File: src/rtl/io_uart_pkg.sv
// Shared types and bit positions for the memory-mapped UART transmitter.
package io_uart_pkg;

    typedef enum logic [1:0] {
        S_IDLE  = 2'd0,
        S_START = 2'd1,
        S_DATA  = 2'd2,
        S_STOP  = 2'd3
    } tx_state_e;

    localparam int unsigned ST_FULL  = 7;
    localparam int unsigned ST_EMPTY = 6;
    localparam int unsigned ST_BUSY  = 5;
    localparam int unsigned ST_OVF   = 4;

    localparam int unsigned CTL_WR    = 0;
    localparam int unsigned CTL_FLUSH = 1;
    localparam int unsigned CTL_CLR   = 2;

endpackage

File: src/rtl/io_uart_tx_if.sv
// I/O port bundle between the data memory's I/O ports and the UART transmitter.
interface io_uart_tx_if;
    logic [7:0] IOD;
    logic [7:0] IOE;
    logic       TXD;
    logic [7:0] STATUS;

    modport master (output IOD, output IOE, input TXD, input STATUS);
    modport slave  (input IOD, input IOE, output TXD, output STATUS);
endinterface

File: src/rtl/uart_fifo.sv
// Synchronous first-word-fall-through FIFO with flush and occupancy count.
module uart_fifo #(
    parameter int unsigned DEPTH = 4,
    parameter int unsigned WIDTH = 8
) (
    input  logic                         clk,
    input  logic                         rst_n,
    input  logic                         push,
    input  logic                         pop,
    input  logic                         flush,
    input  logic [WIDTH-1:0]             din,
    output logic [WIDTH-1:0]             dout,
    output logic [$clog2(DEPTH+1)-1:0]   count,
    output logic                         full,
    output logic                         empty
);

    localparam int unsigned AW = (DEPTH > 1) ? $clog2(DEPTH) : 1;
    localparam int unsigned CW = $clog2(DEPTH + 1);

    logic [WIDTH-1:0] mem [DEPTH];
    logic [AW-1:0]    wptr;
    logic [AW-1:0]    rptr;
    logic             do_push;
    logic             do_pop;

    assign full    = (count == CW'(DEPTH));
    assign empty   = (count == '0);
    assign do_pop  = pop & ~empty;
    // A pop in the same cycle frees the slot, so a full FIFO still accepts the write.
    assign do_push = push & (~full | do_pop);
    assign dout    = mem[rptr];

    always_ff @(posedge clk or negedge rst_n) begin
        if (!rst_n) begin
            wptr  <= '0;
            rptr  <= '0;
            count <= '0;
        end else if (flush) begin
            wptr  <= '0;
            rptr  <= '0;
            count <= '0;
        end else begin
            if (do_push) begin
                wptr <= (wptr == AW'(DEPTH - 1)) ? '0 : wptr + 1'b1;
            end
            if (do_pop) begin
                rptr <= (rptr == AW'(DEPTH - 1)) ? '0 : rptr + 1'b1;
            end
            case ({do_push, do_pop})
                2'b10:   count <= count + 1'b1;
                2'b01:   count <= count - 1'b1;
                default: count <= count;
            endcase
        end
    end

    always_ff @(posedge clk) begin
        if (do_push && !flush) begin
            mem[wptr] <= din;
        end
    end

endmodule

File: src/rtl/io_uart_tx.sv
// Memory-mapped 8N1 serial transmitter: edge-triggered control strobes, byte FIFO,
// frame FSM with shifter, and a registered status byte for software polling.
module io_uart_tx
    import io_uart_pkg::*;
#(
    parameter int unsigned CLKS_PER_BIT = 16,
    parameter int unsigned FIFO_DEPTH   = 4
) (
    input  logic          CLK,
    input  logic          RESET,
    io_uart_tx_if.slave   bus
);

    localparam int unsigned BW = (CLKS_PER_BIT > 1) ? $clog2(CLKS_PER_BIT) : 1;
    localparam int unsigned CW = $clog2(FIFO_DEPTH + 1);

    tx_state_e      state;
    tx_state_e      state_n;
    logic [BW-1:0]  baud;
    logic [BW-1:0]  baud_n;
    logic [2:0]     bit_idx;
    logic [2:0]     bit_n;
    logic [7:0]     shifter;
    logic [7:0]     shift_n;
    logic           txd_q;
    logic           txd_n;
    logic           baud_last;

    logic [2:0]     ctl;
    logic [2:0]     ioe_q;
    logic           wr_edge;
    logic           flush_edge;
    logic           clr_edge;
    logic           push;
    logic           pop;
    logic           ovf;
    logic           ovf_set;
    logic           unused_ioe;

    logic [7:0]     fifo_dout;
    logic [CW-1:0]  fifo_count;
    logic           fifo_full;
    logic           fifo_empty;
    logic [7:0]     status_q;
    logic [7:0]     status_n;

    assign ctl        = bus.IOE[2:0];
    assign unused_ioe = &{1'b0, bus.IOE[7:3]};
    assign wr_edge    = ctl[CTL_WR]    & ~ioe_q[CTL_WR];
    assign flush_edge = ctl[CTL_FLUSH] & ~ioe_q[CTL_FLUSH];
    assign clr_edge   = ctl[CTL_CLR]   & ~ioe_q[CTL_CLR];

    // Flush beats a coincident write: the byte is discarded without flagging overflow.
    assign push    = wr_edge & ~flush_edge & (~fifo_full | pop);
    assign ovf_set = wr_edge & ~flush_edge & fifo_full & ~pop;

    uart_fifo #(
        .DEPTH (FIFO_DEPTH),
        .WIDTH (8)
    ) u_fifo (
        .clk   (CLK),
        .rst_n (RESET),
        .push  (push),
        .pop   (pop),
        .flush (flush_edge),
        .din   (bus.IOD),
        .dout  (fifo_dout),
        .count (fifo_count),
        .full  (fifo_full),
        .empty (fifo_empty)
    );

    assign baud_last = (baud == BW'(CLKS_PER_BIT - 1));

    always_comb begin
        state_n = state;
        baud_n  = baud + 1'b1;
        bit_n   = bit_idx;
        shift_n = shifter;
        pop     = 1'b0;
        unique case (state)
            S_IDLE: begin
                baud_n = '0;
                if (!fifo_empty) begin
                    pop     = 1'b1;
                    shift_n = fifo_dout;
                    state_n = S_START;
                end
            end
            S_START: begin
                if (baud_last) begin
                    baud_n  = '0;
                    bit_n   = '0;
                    state_n = S_DATA;
                end
            end
            S_DATA: begin
                if (baud_last) begin
                    baud_n  = '0;
                    shift_n = {1'b0, shifter[7:1]};
                    bit_n   = bit_idx + 1'b1;
                    if (bit_idx == 3'd7) begin
                        state_n = S_STOP;
                    end
                end
            end
            S_STOP: begin
                if (baud_last) begin
                    baud_n = '0;
                    if (!fifo_empty) begin
                        pop     = 1'b1;
                        shift_n = fifo_dout;
                        state_n = S_START;
                    end else begin
                        state_n = S_IDLE;
                    end
                end
            end
            default: state_n = S_IDLE;
        endcase

        // Line level is computed from the next state so the TXD flop changes with the FSM.
        unique case (state_n)
            S_START: txd_n = 1'b0;
            S_DATA:  txd_n = shift_n[0];
            default: txd_n = 1'b1;
        endcase
    end

    always_comb begin
        status_n           = '0;
        status_n[ST_FULL]  = fifo_full;
        status_n[ST_EMPTY] = fifo_empty;
        status_n[ST_BUSY]  = (state != S_IDLE);
        status_n[ST_OVF]   = ovf;
        status_n[3:0]      = 4'(fifo_count);
    end

    always_ff @(posedge CLK or negedge RESET) begin
        if (!RESET) begin
            state    <= S_IDLE;
            baud     <= '0;
            bit_idx  <= '0;
            shifter  <= '0;
            txd_q    <= 1'b1;
            ioe_q    <= '0;
            ovf      <= 1'b0;
            status_q <= 8'h40;
        end else begin
            state    <= state_n;
            baud     <= baud_n;
            bit_idx  <= bit_n;
            shifter  <= shift_n;
            txd_q    <= txd_n;
            ioe_q    <= ctl;
            status_q <= status_n;
            if (ovf_set) begin
                ovf <= 1'b1;
            end else if (clr_edge) begin
                ovf <= 1'b0;
            end
        end
    end

    assign bus.TXD    = txd_q;
    assign bus.STATUS = status_q;

endmodule
File: src/flat_wrapper.sv
// flat-port wrapper written by rule: the top's interface ports become plain ports
module io_uart_tx_flat import io_uart_pkg::*;
#(
    parameter int unsigned CLKS_PER_BIT = 16,
    parameter int unsigned FIFO_DEPTH   = 4
)
  (CLK, RESET, bus_IOD, bus_IOE, bus_TXD, bus_STATUS);
  io_uart_tx_if bus_i ();
  input  logic CLK;
  input  logic RESET;
  input wire logic [$bits(bus_i.IOD)-1:0] bus_IOD;
  input wire logic [$bits(bus_i.IOE)-1:0] bus_IOE;
  output wire logic [$bits(bus_i.TXD)-1:0] bus_TXD;
  output wire logic [$bits(bus_i.STATUS)-1:0] bus_STATUS;
  assign bus_i.IOD = bus_IOD;
  assign bus_i.IOE = bus_IOE;
  assign bus_TXD = bus_i.TXD;
  assign bus_STATUS = bus_i.STATUS;
  io_uart_tx #(.CLKS_PER_BIT(CLKS_PER_BIT), .FIFO_DEPTH(FIFO_DEPTH)) u_core (.CLK(CLK), .RESET(RESET), .bus(bus_i));
endmodule
File: config.mk
export PLATFORM = sky130hd
export DESIGN_NAME = io_uart_tx_flat
export DESIGN_NICKNAME = d
export VERILOG_FILES = /design/src/rtl/io_uart_pkg.sv /design/src/rtl/io_uart_tx_if.sv /design/src/rtl/uart_fifo.sv /design/src/rtl/io_uart_tx.sv /design/src/flat_wrapper.sv
export SDC_FILE = /design/constraint.sdc
export NUM_CORES = 1
export LEC_CHECK = 0
export BUFFER_PORTS_ARGS = -buffer_cell sky130_fd_sc_hd__clkbuf_2
export CAP_MARGIN = 20
export CORE_ASPECT_RATIO = 0.5
export CORE_MARGIN = 2
export CORE_UTILIZATION = 63
export DETAILED_ROUTE_END_ITERATION = 10
export GPL_TIMING_DRIVEN = 0
export HOLD_SLACK_MARGIN = 0.12
export PLACE_DENSITY = 0.81
export SLEW_MARGIN = 20
export SYNTH_ARGS = -nofsm -noshare
export SYNTH_HDL_FRONTEND = slang
export SYNTH_HIERARCHICAL = 1
export SYNTH_SLANG_ARGS = --single-unit
File: constraint.sdc
create_clock -name CLK -period 5.6 [get_ports CLK]
set_input_delay 0.28 -clock CLK [delete_from_list [all_inputs] [get_ports CLK]]
set_output_delay 0.28 -clock CLK [all_outputs]
set_load 0.02 [all_outputs]
* Yosys cells after proc, flatten, opt, wreduce, memory -nomap -nowiden *
Memories as Yosys holds them, arrays and structs flattened.
Index checks and enable logic that the tools add are counted.

operators by class
  $add $sub $neg = 6
  eq/ne operators = 15
  muxes and demuxes = 32
  bitwise gates (word level) = 18
  reductions and logical operators = 14

operators with widths
  operator                                              count
  2-to-1 mux 8 bit                                      3
  case mux 8 bit (3 select lines)                       1
  2-to-1 mux 2 bit                                      11
  equality test 2 bit (second input constant)           6
  case mux 3 bit (2 select lines)                       2
  nonzero test 2 bit                                    5
  bitwise AND 1 bit                                     9
  2-to-1 mux 3 bit                                      3
  case mux 2 bit (4 select lines)                       1
  case mux 4 bit (2 select lines)                       1
  2-to-1 mux 1 bit                                      7
  NOT 1 bit                                             7
  adder 3 x 1 -> 3 bit (second input constant)          2
  equality test 2 x 1 -> 1 bit (second input constant)  3
  equality test 3 bit (second input constant)           2
  != test 2 x 1 -> 1 bit (second input constant)        3
  AND reduction 3 bit                                   2
  nonzero test 3 bit                                    2
  adder 2 x 1 -> 2 bit (second input constant)          2
  adder 4 x 1 -> 4 bit (second input constant)          1
  equality test 4 bit (second input constant)           1
  2-to-1 mux 4 bit                                      1
  case mux 1 bit (2 select lines)                       2
  logical NOT 3 bit                                     1
  other kinds (6)                                       7

word-level totals
  bits in registers = 36
  memory bits (writable) = 32
  output and inout bits = 9
  logic and storage cells = 98
  memories = 1

memory list
  name               depth  bits a word  read ports  clocked after memory_dff  write ports  RTL line         source
  u_core.u_fifo.mem  4      8            1           0                         1            uart_fifo.sv:21  logic [WIDTH-1:0] mem [DEPTH];

* Depth between registers and ports, before layout *
  word-level depth = 10
  depth in mapped cells = 13

* Modules after synthesis *
The synthesis kept the hierarchy.

by module, submodules not included
  module      instances  cells each  area each (µm²)  seq. area each (µm²)
  uart_fifo   1          106         1720.4           1136.1
  io_uart_tx  1          119         1366.3           728.2

* Worst setup path before layout *
No wires, ideal clock.

  path kind = register to register
  from = reg u_core.baud[0]
  to = reg u_core.u_fifo.count[2]
  arrival time = 2971 ps
  required time = 5518 ps
  slack = 2547 ps
  cell stages (with the launch flop) = 14
  buffers on the path = 2
  path through = dfrtp_1 ha_1 and3_1 buf_6 a21oi_1 nor3_1 nand2b_1 nor4b_1 buf_6 nor2_1 fa_1 or3b_1 or3_1 a31oi_1

between the ends
  longest elaborated chain between the ends = 9
  elaborated cells on any way between the ends = 13
  those cells by class = eq/ne: 3; mux: 4; bitwise: 5; reduce/logical: 1

ends and longest elaborated chain
  what                                                                        RTL line           source
  start, declared                                                             io_uart_tx.sv:19   logic [BW-1:0] baud;
  start signal, assigned                                                      io_uart_tx.sv:151  baud <= baud_n;
  equality test 4 bit (*)                                                     io_uart_tx.sv:73   assign baud_last = (baud == BW'(CLKS_PER_BIT - 1));
  2-to-1 mux 1 bit (*)                                                        io_uart_tx.sv:108  if (baud_last) begin
  case mux 1 bit (2 select lines) (*)                                         io_uart_tx.sv:81   unique case (state)
  net u_core.pop                                                              io_uart_tx.sv:35   logic pop;
  OR 1 bit (*)                                                                io_uart_tx.sv:54   assign push = wr_edge & ~flush_edge & (~fifo_full | pop);
  bitwise AND 1 bit (*)                                                       io_uart_tx.sv:54
  net u_core.push                                                             io_uart_tx.sv:34   logic push;
  bitwise AND 1 bit (*)                                                       uart_fifo.sv:31    assign do_push = push & (~full | do_pop);
  equality test 2 x 1 -> 1 bit / equality test 2 bit (equally long branches)  uart_fifo.sv:50    case ({do_push, do_pop})
  case mux 3 bit (2 select lines)                                             uart_fifo.sv:50
  2-to-1 mux 3 bit                                                            uart_fifo.sv:39    end else if (flush) begin
  end signal, assigned                                                        uart_fifo.sv:51    2'b10: count <= count + 1'b1;
  end signal, assigned                                                        uart_fifo.sv:52    2'b01: count <= count - 1'b1;
  end signal, assigned                                                        uart_fifo.sv:53    default: count <= count;
  end, declared                                                               uart_fifo.sv:13    output logic [$clog2(DEPTH+1)-1:0] count,

Mark *: on every way through the listed nets, which the timed path passes. The rest lies on a longest branch.
A chain may end at the register's enable or synchronous reset.

* Worst setup path after layout *
Same ends and word-level chain as after synthesis.

==> impl_metrics.env <==
export IMPL_status="complete, no violations"
export IMPL_drv_slew=0
export IMPL_crit_start="u_core/baud[0]"
export IMPL_cts_buffers=9
export IMPL_netlist_instances=225
export IMPL_dp_cells=311
export IMPL_cp_end_kind="flip-flop"
export IMPL_grt_pass1_wl_mm=9.12
export IMPL_ff2ff_setup_slack_ns=2.22
export IMPL_p_total_mw=1.55
export IMPL_synth_edf_count=32
export IMPL_clkLatencyLatePin_ns=0.33
export IMPL_vias=1885
export IMPL_cp_max_fo=10
export IMPL_rr_startpoint="u_core/baud[0]"
export IMPL_finalCritPeriodShare=0.604
export IMPL_wire_per_inst_um=15.8
export IMPL_synthTopCellsByCount="dfrtp_1, edfxtp_1, nand2_1"
export IMPL_ant_nets=0
export IMPL_path_clk_slew_ns=0.08
export IMPL_dr_first_iter_drc_count=109
export IMPL_max_freq_mhz=296
export IMPL_yosysTopAreaCell="edfxtp_1"
export IMPL_start_util=0.678
export IMPL_cts_resized_gates=0
export IMPL_syn_nets=257
export IMPL_die_h_um=53.5
export IMPL_async_reset_ff_frac=0.529
export IMPL_tns_ns=0
export IMPL_antenna_found_initial=0
export IMPL_tightest_slew_ns=0.858
export IMPL_grt_use_total=0.232
export IMPL_grt_pass1_vias=1910
export IMPL_rsz0062_at_grt="false"
export IMPL_die_area_um2=5510
export IMPL_cp_start_kind="flip-flop"
export IMPL_fin_crit_ns=3.38
export IMPL_floorplan_rows=17
export IMPL_hp_start="bus_IOD[7]"
export IMPL_ys_ff_latch=68
export IMPL_reg2reg_depth=13
export IMPL_hp_class="input pin to flip-flop"
export IMPL_num_io_pins=27
export IMPL_p_per_area_nw_per_um2=447
export IMPL_dp_hpwl_mm=3.57
export IMPL_post_cts_setup_buffer_count=0
export IMPL_yosysSeqAreaShare=0.604
export IMPL_max_slew_margin=0.428
export IMPL_synthesis_area_um2=3090
export IMPL_cp_endpoint="u_core/u_fifo/count[2]"
export IMPL_htreeDepth=3
export IMPL_clock_sinks=68
export IMPL_fin_nets=292
export IMPL_fp_dieW_um=103
export IMPL_post_drt_via_cell_ratio=5.69
export IMPL_drive_gt1_frac=0.215
export IMPL_synth_ff_type="dfrtp_1"
export IMPL_critPathArrivalTime_ns=3.63
export IMPL_grt_remaining_overflow=0
export IMPL_ir_drop_mv=0.226
export IMPL_ctsLongestPathBuffers=2
export IMPL_yosys_warnings=6
export IMPL_area_growth_pct=12.7
export IMPL_n_antenna_cell=0
export IMPL_reg2reg_to="u_core/u_fifo/count[2]"
export IMPL_leakage_nw=1.41
export IMPL_gp_congestion=0.868
export IMPL_cts_root_buffer="clkbuf_8"
export IMPL_finClkSkew_ns=0.00947
export IMPL_drt_total_wl_mm=5.24
export IMPL_grt_max_degree=37
export IMPL_cts_tree="built"
export IMPL_crit_type="flip-flop to flip-flop"
export IMPL_yosysTopAreaCellShare=0.311
export IMPL_setup_viol=0
export IMPL_hold_violations=0
export IMPL_port_buffers=20
export IMPL_fin_cells=331
export IMPL_syn_avg_cell_area_um2=13.7
export IMPL_synth_area_leaders="edfxtp_1, dfrtp_1, mux4_2, ha_1, mux2i_1"
export IMPL_core_area_um2=4550
export IMPL_worst_ep_required_time_ns=5.85
export IMPL_yosysMostFrequentCell="dfrtp_1"
export IMPL_first_pass_iters=5
export IMPL_drc_errors=0
export IMPL_drv_cap=0
export IMPL_ys_types=53
## worst min-delay path by stage
stage / endpoint / slack, ns / depth (start not counted)
finish: u_core/u_fifo/mem[0][7] / 0.16 / 1
floorplan: u_core/baud[0] / -0.02 / 0
detailed placement: u_core/bus.STATUS[4] / 0.37 / 0
global route: u_core/u_fifo/mem[1][2] / 0.14 / 1
global placement: u_core/bus.STATUS[4] / 0.35 / 0
CTS: u_core/u_fifo/mem[0][4] / 0.15 / 1
## worst max-delay path, cell delays in order, from the launching register on
cell and delay (ns):
dfrtp_1 0.40, ha_1 0.25, and3_1 0.19, buf_6 0.13
a21oi_1 0.12, nor3_1 0.22, nand2b_1 0.16, nor4b_1 0.31
buf_6 0.20, nor2_1 0.07, fa_1 0.41, or3b_1 0.37
or3_1 0.31, a31oi_1 0.17
## cell families after synthesis
family	Yosys count	synth area share
flops	68	0.604
compound gates	48	0.114
simple gates	48	0.0819
buf+inv	26	0.0426
mux	17	0.0888
fa+ha+maj	14	0.0592
xor+xnor	3	0.00851
other cells	1	0.00121
## sequential cells by signal, summed over array words and instances, names as in the netlist
| signal | flops |
|---|---|
| u_core/u_fifo/mem | 32 |
| u_core/ioe_q | 3 |
| u_core/u_fifo/rptr | 2 |
| u_core/bus.STATUS | 7 |
| u_core/u_fifo/wptr | 2 |
| u_core/bus.TXD | 1 |
| u_core/u_fifo/count | 3 |
| u_core/baud | 4 |
| u_core/state | 2 |
| u_core/ovf | 1 |
| u_core/shifter | 8 |
| u_core/bit_idx | 3 |
## power by group
part	internal [mW]	switching (mW)	total [mW]
combinational	0.226	0.316	0.542
sequential	0.619	0.0558	0.675
clock	0.160	0.178	0.338
## layout by cell type, fill, tap and decap left out, types with 3 or more instances in the layout
| cell | synthesis | routed |
|---|---|---|
| dfrtp_1 | 34 | 34 |
| edfxtp_1 | 32 | 32 |
| clkbuf_2 | 0 | 20 |
| nand2_1 | 15 | 15 |
| inv_1 | 14 | 14 |
| ha_1 | 13 | 13 |
| o21ai_0 | 12 | 12 |
| clkbuf_8 | 1 | 10 |
| nor2_1 | 8 | 8 |
| mux4_2 | 8 | 8 |
| mux2i_1 | 6 | 6 |
| a22oi_1 | 6 | 6 |
| clkbuf_1 | 4 | 5 |
| a21oi_1 | 5 | 5 |
| nor3_1 | 5 | 5 |
| and2_1 | 5 | 5 |
| dlygate4sd3_1 | 0 | 4 |
| o211ai_1 | 3 | 3 |
| mux2_2 | 3 | 3 |
| a31oi_1 | 3 | 3 |
| a22o_1 | 3 | 3 |
## per-layer routing
metal,track usage,wire length (um),up-vias
li1,-,-,895
met1,0.315,2570,933
met2,0.354,2360,51
met3,0.0779,280,6
met4,0.0768,37,0
met5,0,0,-
## area by class of cell
cell class / instances / area [um^2]
Buffer: 12 / 78.8
Clock buffer: 10 / 128
Clock inverter: 6 / 41.3
Fill cell: 299 / 1070
Inverter: 14 / 52.6
Multi-Input combinational cell: 131 / 1090
Sequential cell: 68 / 1860
Tap cell: 66 / 82.6
Timing Repair Buffer: 24 / 140
## through the flow
stage / util / instance area, um^2 / worst slack (ns) / hold WS (ns)
2_1_floorplan: - / 3090 / 2.55 / -0.0156
3_3_place_gp: 0.718 / 3270 / 2.30 / 0.352
3_5_place_dp: 0.718 / 3270 / 2.27 / 0.366
4_1_cts: 0.764 / 3480 / 2.23 / 0.146
5_1_grt: 0.764 / 3480 / 1.92 / 0.143
6_report: 0.764 / 3480 / 2.22 / 0.162
## repair_timing
item	4_1_cts	5_1_grt
hold buffers	4	0
hold endpoints to repair	37	0
endpoints found under the setup margin	0	0
Power figures use the tool's default switching activity.
